`config.mk`:
```
export PLATFORM = sky130hd
export DESIGN_NAME = seg7_scan_driver_flat
export DESIGN_NICKNAME = d
export VERILOG_FILES = /design/src/rtl/seg7_scan_driver_if.sv /design/src/rtl/seg7_scan_driver.sv /design/src/flat_wrapper.sv
export SDC_FILE = /design/constraint.sdc
export NUM_CORES = 1
export LEC_CHECK = 0
export ABC_AREA = 1
export BUFFER_PORTS_ARGS = -buffer_cell sky130_fd_sc_hd__buf_4
export CAP_MARGIN = 25
export CORE_MARGIN = 4
export CORE_UTILIZATION = 55
export CTS_CLUSTER_SIZE = 30
export DETAILED_ROUTE_END_ITERATION = 16
export PLACE_DENSITY = 0.75
export SYNTH_ARGS = -nofsm -noshare
export SYNTH_HDL_FRONTEND = slang
export SYNTH_SLANG_ARGS = --single-unit
```
`constraint.sdc`:
```
create_clock -name clk -period 3 [get_ports clk]
set_input_delay 0.15 -clock clk [delete_from_list [all_inputs] [get_ports clk]]
set_output_delay 0.15 -clock clk [all_outputs]
set_load 0.005 [all_outputs]
```
`src/rtl/seg7_scan_driver_if.sv`:
```
// Display bus for the multiplexed 7-segment scan driver: the value/mask/blanking
// controls in, and the registered cathode, anode and frame-tick lines out.
interface seg7_scan_driver_if #(
  parameter int DIGITS = 8
);
  logic [4*DIGITS-1:0] value;
  logic [DIGITS-1:0]   digit_en;
  logic                blank_lz;
  logic [6:0]          seg;
  logic [7:0]          an;
  logic                frame_tick;

  modport master (
    output value, digit_en, blank_lz,
    input  seg, an, frame_tick
  );

  modport slave (
    input  value, digit_en, blank_lz,
    output seg, an, frame_tick
  );
endinterface

```
`src/rtl/seg7_scan_driver.sv`:
```
// Time-multiplexed 7-segment scanner with per-frame shadow capture, ghost
// blanking at the start of each slot, digit masking and leading-zero blanking.
module seg7_scan_driver #(
  parameter int DIGITS    = 8,
  parameter int DIV       = 100000,
  parameter int GHOST_CYC = 2
) (
  input  logic               clk,
  input  logic               rst_n,
  seg7_scan_driver_if.slave  bus
);

  localparam int CNT_W = (DIV > 1) ? $clog2(DIV) : 1;
  localparam int IDX_W = (DIGITS > 1) ? $clog2(DIGITS) : 1;

  logic [CNT_W-1:0]    cnt_p0;
  logic [IDX_W-1:0]    idx_p0;
  logic [4*DIGITS-1:0] val_sh;
  logic [DIGITS-1:0]   en_sh;
  logic                blz_sh;

  logic [6:0]          seg_p1;
  logic [7:0]          an_p1;
  logic                frame_tick_p1;

  logic                cnt_wrap;
  logic                idx_wrap;
  logic                frame_start;
  logic                ghost;
  logic [DIGITS-1:0]   hi_zero;
  logic [3:0]          nib;
  logic [2:0]          an_sel;
  logic                suppress;
  logic [6:0]          seg_nxt;
  logic [7:0]          an_nxt;

  function automatic logic [6:0] seg_decode(input logic [3:0] d);
    logic [6:0] s;
    case (d)
      4'h0: s = 7'b1000000;
      4'h1: s = 7'b1111001;
      4'h2: s = 7'b0100100;
      4'h3: s = 7'b0110000;
      4'h4: s = 7'b0011001;
      4'h5: s = 7'b0010010;
      4'h6: s = 7'b0000010;
      4'h7: s = 7'b1111000;
      4'h8: s = 7'b0000000;
      4'h9: s = 7'b0010000;
      4'hA: s = 7'b0001000;
      4'hB: s = 7'b0000011;
      4'hC: s = 7'b1000110;
      4'hD: s = 7'b0100001;
      4'hE: s = 7'b0000110;
      default: s = 7'b0001110;
    endcase
    return s;
  endfunction

  // Stage p0: scan position and shadow state decode
  always_comb begin
    cnt_wrap    = (cnt_p0 == CNT_W'(DIV - 1));
    idx_wrap    = (idx_p0 == IDX_W'(DIGITS - 1));
    frame_start = (cnt_p0 == '0) && (idx_p0 == '0);
    ghost       = (cnt_p0 < CNT_W'(GHOST_CYC));

    // hi_zero[i]: every shadow nibble from digit i upward is zero
    hi_zero = '0;
    for (int i = 0; i < DIGITS; i++) begin
      hi_zero[i] = ((val_sh >> (4 * i)) == '0);
    end

    nib      = val_sh[4*idx_p0 +: 4];
    an_sel   = 3'(idx_p0);
    suppress = !en_sh[idx_p0] || (blz_sh && (idx_p0 != '0) && hi_zero[idx_p0]);

    an_nxt = 8'hFF;
    if (!ghost && !suppress) begin
      an_nxt[an_sel] = 1'b0;
    end
    seg_nxt = (ghost || suppress) ? 7'h7F : seg_decode(nib);
  end

  // Stage p1: registered display outputs
  always_ff @(posedge clk) begin
    if (!rst_n) begin
      cnt_p0        <= '0;
      idx_p0        <= '0;
      val_sh        <= '0;
      en_sh         <= '0;
      blz_sh        <= 1'b0;
      seg_p1        <= 7'h7F;
      an_p1         <= 8'hFF;
      frame_tick_p1 <= 1'b0;
    end else begin
      cnt_p0 <= cnt_wrap ? '0 : cnt_p0 + CNT_W'(1);
      if (cnt_wrap) begin
        idx_p0 <= idx_wrap ? '0 : idx_p0 + IDX_W'(1);
      end
      if (frame_start) begin
        val_sh <= bus.value;
        en_sh  <= bus.digit_en;
        blz_sh <= bus.blank_lz;
      end
      seg_p1        <= seg_nxt;
      an_p1         <= an_nxt;
      frame_tick_p1 <= frame_start;
    end
  end

  assign bus.seg        = seg_p1;
  assign bus.an         = an_p1;
  assign bus.frame_tick = frame_tick_p1;

endmodule

```
`src/flat_wrapper.sv`:
```
// flat-port wrapper written by rule: the top's interface ports become plain ports
module seg7_scan_driver_flat 
#(
  parameter int DIGITS    = 8,
  parameter int DIV       = 100000,
  parameter int GHOST_CYC = 2
)
  (clk, rst_n, bus_value, bus_digit_en, bus_blank_lz, bus_seg, bus_an, bus_frame_tick);
  seg7_scan_driver_if #(.DIGITS(DIGITS)) bus_i ();
  input  logic clk;
  input  logic rst_n;
  input wire logic [$bits(bus_i.value)-1:0] bus_value;
  input wire logic [$bits(bus_i.digit_en)-1:0] bus_digit_en;
  input wire logic [$bits(bus_i.blank_lz)-1:0] bus_blank_lz;
  output wire logic [$bits(bus_i.seg)-1:0] bus_seg;
  output wire logic [$bits(bus_i.an)-1:0] bus_an;
  output wire logic [$bits(bus_i.frame_tick)-1:0] bus_frame_tick;
  assign bus_i.value = bus_value;
  assign bus_i.digit_en = bus_digit_en;
  assign bus_i.blank_lz = bus_blank_lz;
  assign bus_seg = bus_i.seg;
  assign bus_an = bus_i.an;
  assign bus_frame_tick = bus_i.frame_tick;
  seg7_scan_driver #(.DIGITS(DIGITS), .DIV(DIV), .GHOST_CYC(GHOST_CYC)) u_core (.clk(clk), .rst_n(rst_n), .bus(bus_i));
endmodule
```
==> out/qor.yml <==
drt:
  vias_per_cell: 5.03
  via_count: 3655
  drc: 0
  totalWireLength_mm: 8.80
  drtPass1Iterations: 5
  first_iter_violations: 365
  drtAntennaViolNets: 0
  drt-wirelength-per-cell_microns: 12.1
grt:
  grt.busiest_layer: "met2"
  grtUsageMet2: 0.326
  overflow: 0
  gr-usage-met1: 0.318
  grt_max_degree: 50
  grt_use_total: 0.222
  grt_pass1_wl_mm: 15.4
  first_global_vias: 3400
  antenna_found_initial: 0
  met3_usage: 0.0530
clocking:
  htree_levels: 3
  cts_resized: 0
  clock-sinks: 77
  clk_pin_slew_ns: 0.07
  cts_tree: "yes"
  insertion_delay_ns: 0.34
  cts_buffers: 9
  root_buffer: "clkbuf_8"
  clock_path_buffers: 2
  postCtsSetupBuffers: 0
  postCtsHoldBufs: 0
die:
  rows: 30
  start_util: 0.564
  fp.dieArea_sq_mm: 0.00837
  die_width_microns: 91.5
  dieHeight_microns: 91.5
  core_sq_mm: 0.00679
  io_pins: 59
sta:
  setup_viol: 0
  fmax_ghz: 0.426
  postLayoutSetupSlackWorst_ns: 0.654
  tightest_slew_ns: 0.582
  whs_ns: 0.0589
  fin_crit_ns: 2.35
  rsz0062_at_grt: "no"
  finalHoldViolCount: 0
  fin_crit_sh: 0.782
  finalSetupTns_ns: 0
  slew_violations: 0
  clock_skew_ns: 0.00766
  max_slew_margin: 0.611
placed_design:
  place_ws_ns: 0.661
  io_buffers: 58
  dpl_cell_area_sq_mm: 0.00428
  dp.final_hpwl_mm: 6.48
  gp_congestion: 0.928
synthesis:
  ys_warn_count: 0
  synthCells: 577
  ys_seq_area_frac: 0.402
  yosysUniqueCellTypes: 35
  synth_edf_count: 0
  ys_seq_elements: 77
  ys.flop_type: "dfxtp_1"
  synth_area_sq_mm: 0.00383
  ys_async_sr_fraction: 0
  syn_area_per_cell_sq_um: 6.64
  synth_nets: 631
setup_path:
  worstSetupPathType: "flop to flop"
  arrival_ns: 2.57
  reg2regPathDepth: 11
  cp_max_fo: 14
  worst_setup_path_start_kind: "flop"
  required_ns: 3.22
  cp-end-kind: "flop"
finish:
  nets: 680
  final-seq-area_sq_mm: 0.00154
  design_area_sq_mm: 0.00446
  drive_above_1_share: 0.143
  n_fill_cell: 622
  syn2layout_area_growth_pct: 16.3
  diodes: 0
  multiInputGateArea_sq_mm: 0.00199
status:
  outcome: "completed"
power:
  p_total_mw: 2.25
  ir_worst_vdd_mv: 0.368
  p_leak_nw: 2.12
  power_density_mw_per_mm2: 505
run:
  drv_cap: 0
min_path:
  hold_path_depth: 3
  hp-class: "input port to flop"
==> synthesized netlist by cell type, types with 2 or more instances <==
master    count  share of area
ha_1         11          0.036
clkbuf_1      7         0.0069
buf_4         4         0.0078
nand3_2       2         0.0052
o21ai_1       5         0.0065
buf_2         9          0.012
nor3b_1       5         0.0098
and2_1        2         0.0033
nor2_1      122           0.12
nand3_1      20          0.026
o211ai_1      3         0.0059
or2_2         2         0.0033
nand2_1     167           0.16
xor2_1        5          0.011
nor3_1        2         0.0026
a21oi_1      22          0.029
nand4_1       3         0.0049
nor2_2        3         0.0049
buf_6         3         0.0088
o21ai_0      49          0.064
nor3_2        2         0.0052
inv_2         3         0.0029
dfxtp_1      77           0.40
inv_1        38          0.037
==> layout by cell type (no fill, tap or decap), types with 11 or more instances in the layout <==
master,instances
buf_4,62
nand3_1,20
dfxtp_1,77
nand2_1,167
nor2_1,122
a21oi_1,22
o21ai_0,49
ha_1,11
inv_1,38
clkbuf_8,12
==> final cells by class <==
class,instances,share of cell area
clock buffers,14,0.0387
inverters,42,0.0359
flip-flops and latches,77,0.346
repair buffers,62,0.104
clock inverters,1,0.00112
well taps,96,0.0270
multi-input cells,434,0.447
==> path summary, 6_finish.rpt <==
| check | startpoint | end | slack, ns |
|---|---|---|---|
| max | u_core.an_sel[1] | u_core.bus.seg[1] | 0.65 |
| min | bus_value[24] | u_core.val_sh[24] | 0.06 |
| max reg2reg | u_core.an_sel[1] | u_core.bus.seg[1] | 0.65 |
| min reg2reg | u_core.cnt_p0[0] | u_core.cnt_p0[0] | 0.46 |
==> layer usage <==
metal  wire (microns)  vias up
met2             3720      117
met4              110        0
met5                0        -
met1             4380     1616
li1                 -     1911
met3              581       11
==> sequential cells by signal, indices dropped and copies added, names as in the netlist <==
signal                 flops
u_core.cnt_p0             17
u_core.bus.frame_tick      1
u_core.bus.seg             7
u_core.an_sel              3
u_core.val_sh             32
u_core.blz_sh              1
u_core.bus.an              8
u_core.en_sh               8
==> logic make-up after synthesis <==
family                     count (synthesis)  synth area share
buffers and inverters                     66            0.0780
and+or+nand+nor                          335             0.357
DFF                                       77             0.402
AOI/OAI and AO/OA                         83             0.116
adders and majority gates                 11            0.0359
xor gates and xnor gates                   5            0.0114
==> where the power goes <==
part           internal (mW)  total (mW)  leakage (nW)  switching [mW]
Sequential              1.10        1.15         0.633          0.0561
Clock                  0.364       0.711        0.0926           0.347
Combinational          0.154       0.385          1.39           0.231
==> through the flow <==
stage,std cells,util
finish,726,0.656
global route,726,0.656
CTS,726,0.656
detailed placement,711,0.630
global placement,711,0.630
floorplan,577,-
==> worst max-delay path: stages (launching register included) <==
cell and delay (ns):
dfxtp_1 0.65, inv_1 0.36, nand2_1 0.20, inv_1 0.07, nand3_1 0.06, nand3_1 0.07
nor2_1 0.28, ha_1 0.29, nand2_1 0.08, nand2_1 0.06, nand2_1 0.06, nand2_1 0.04
(Power assumes the default switching activity.)
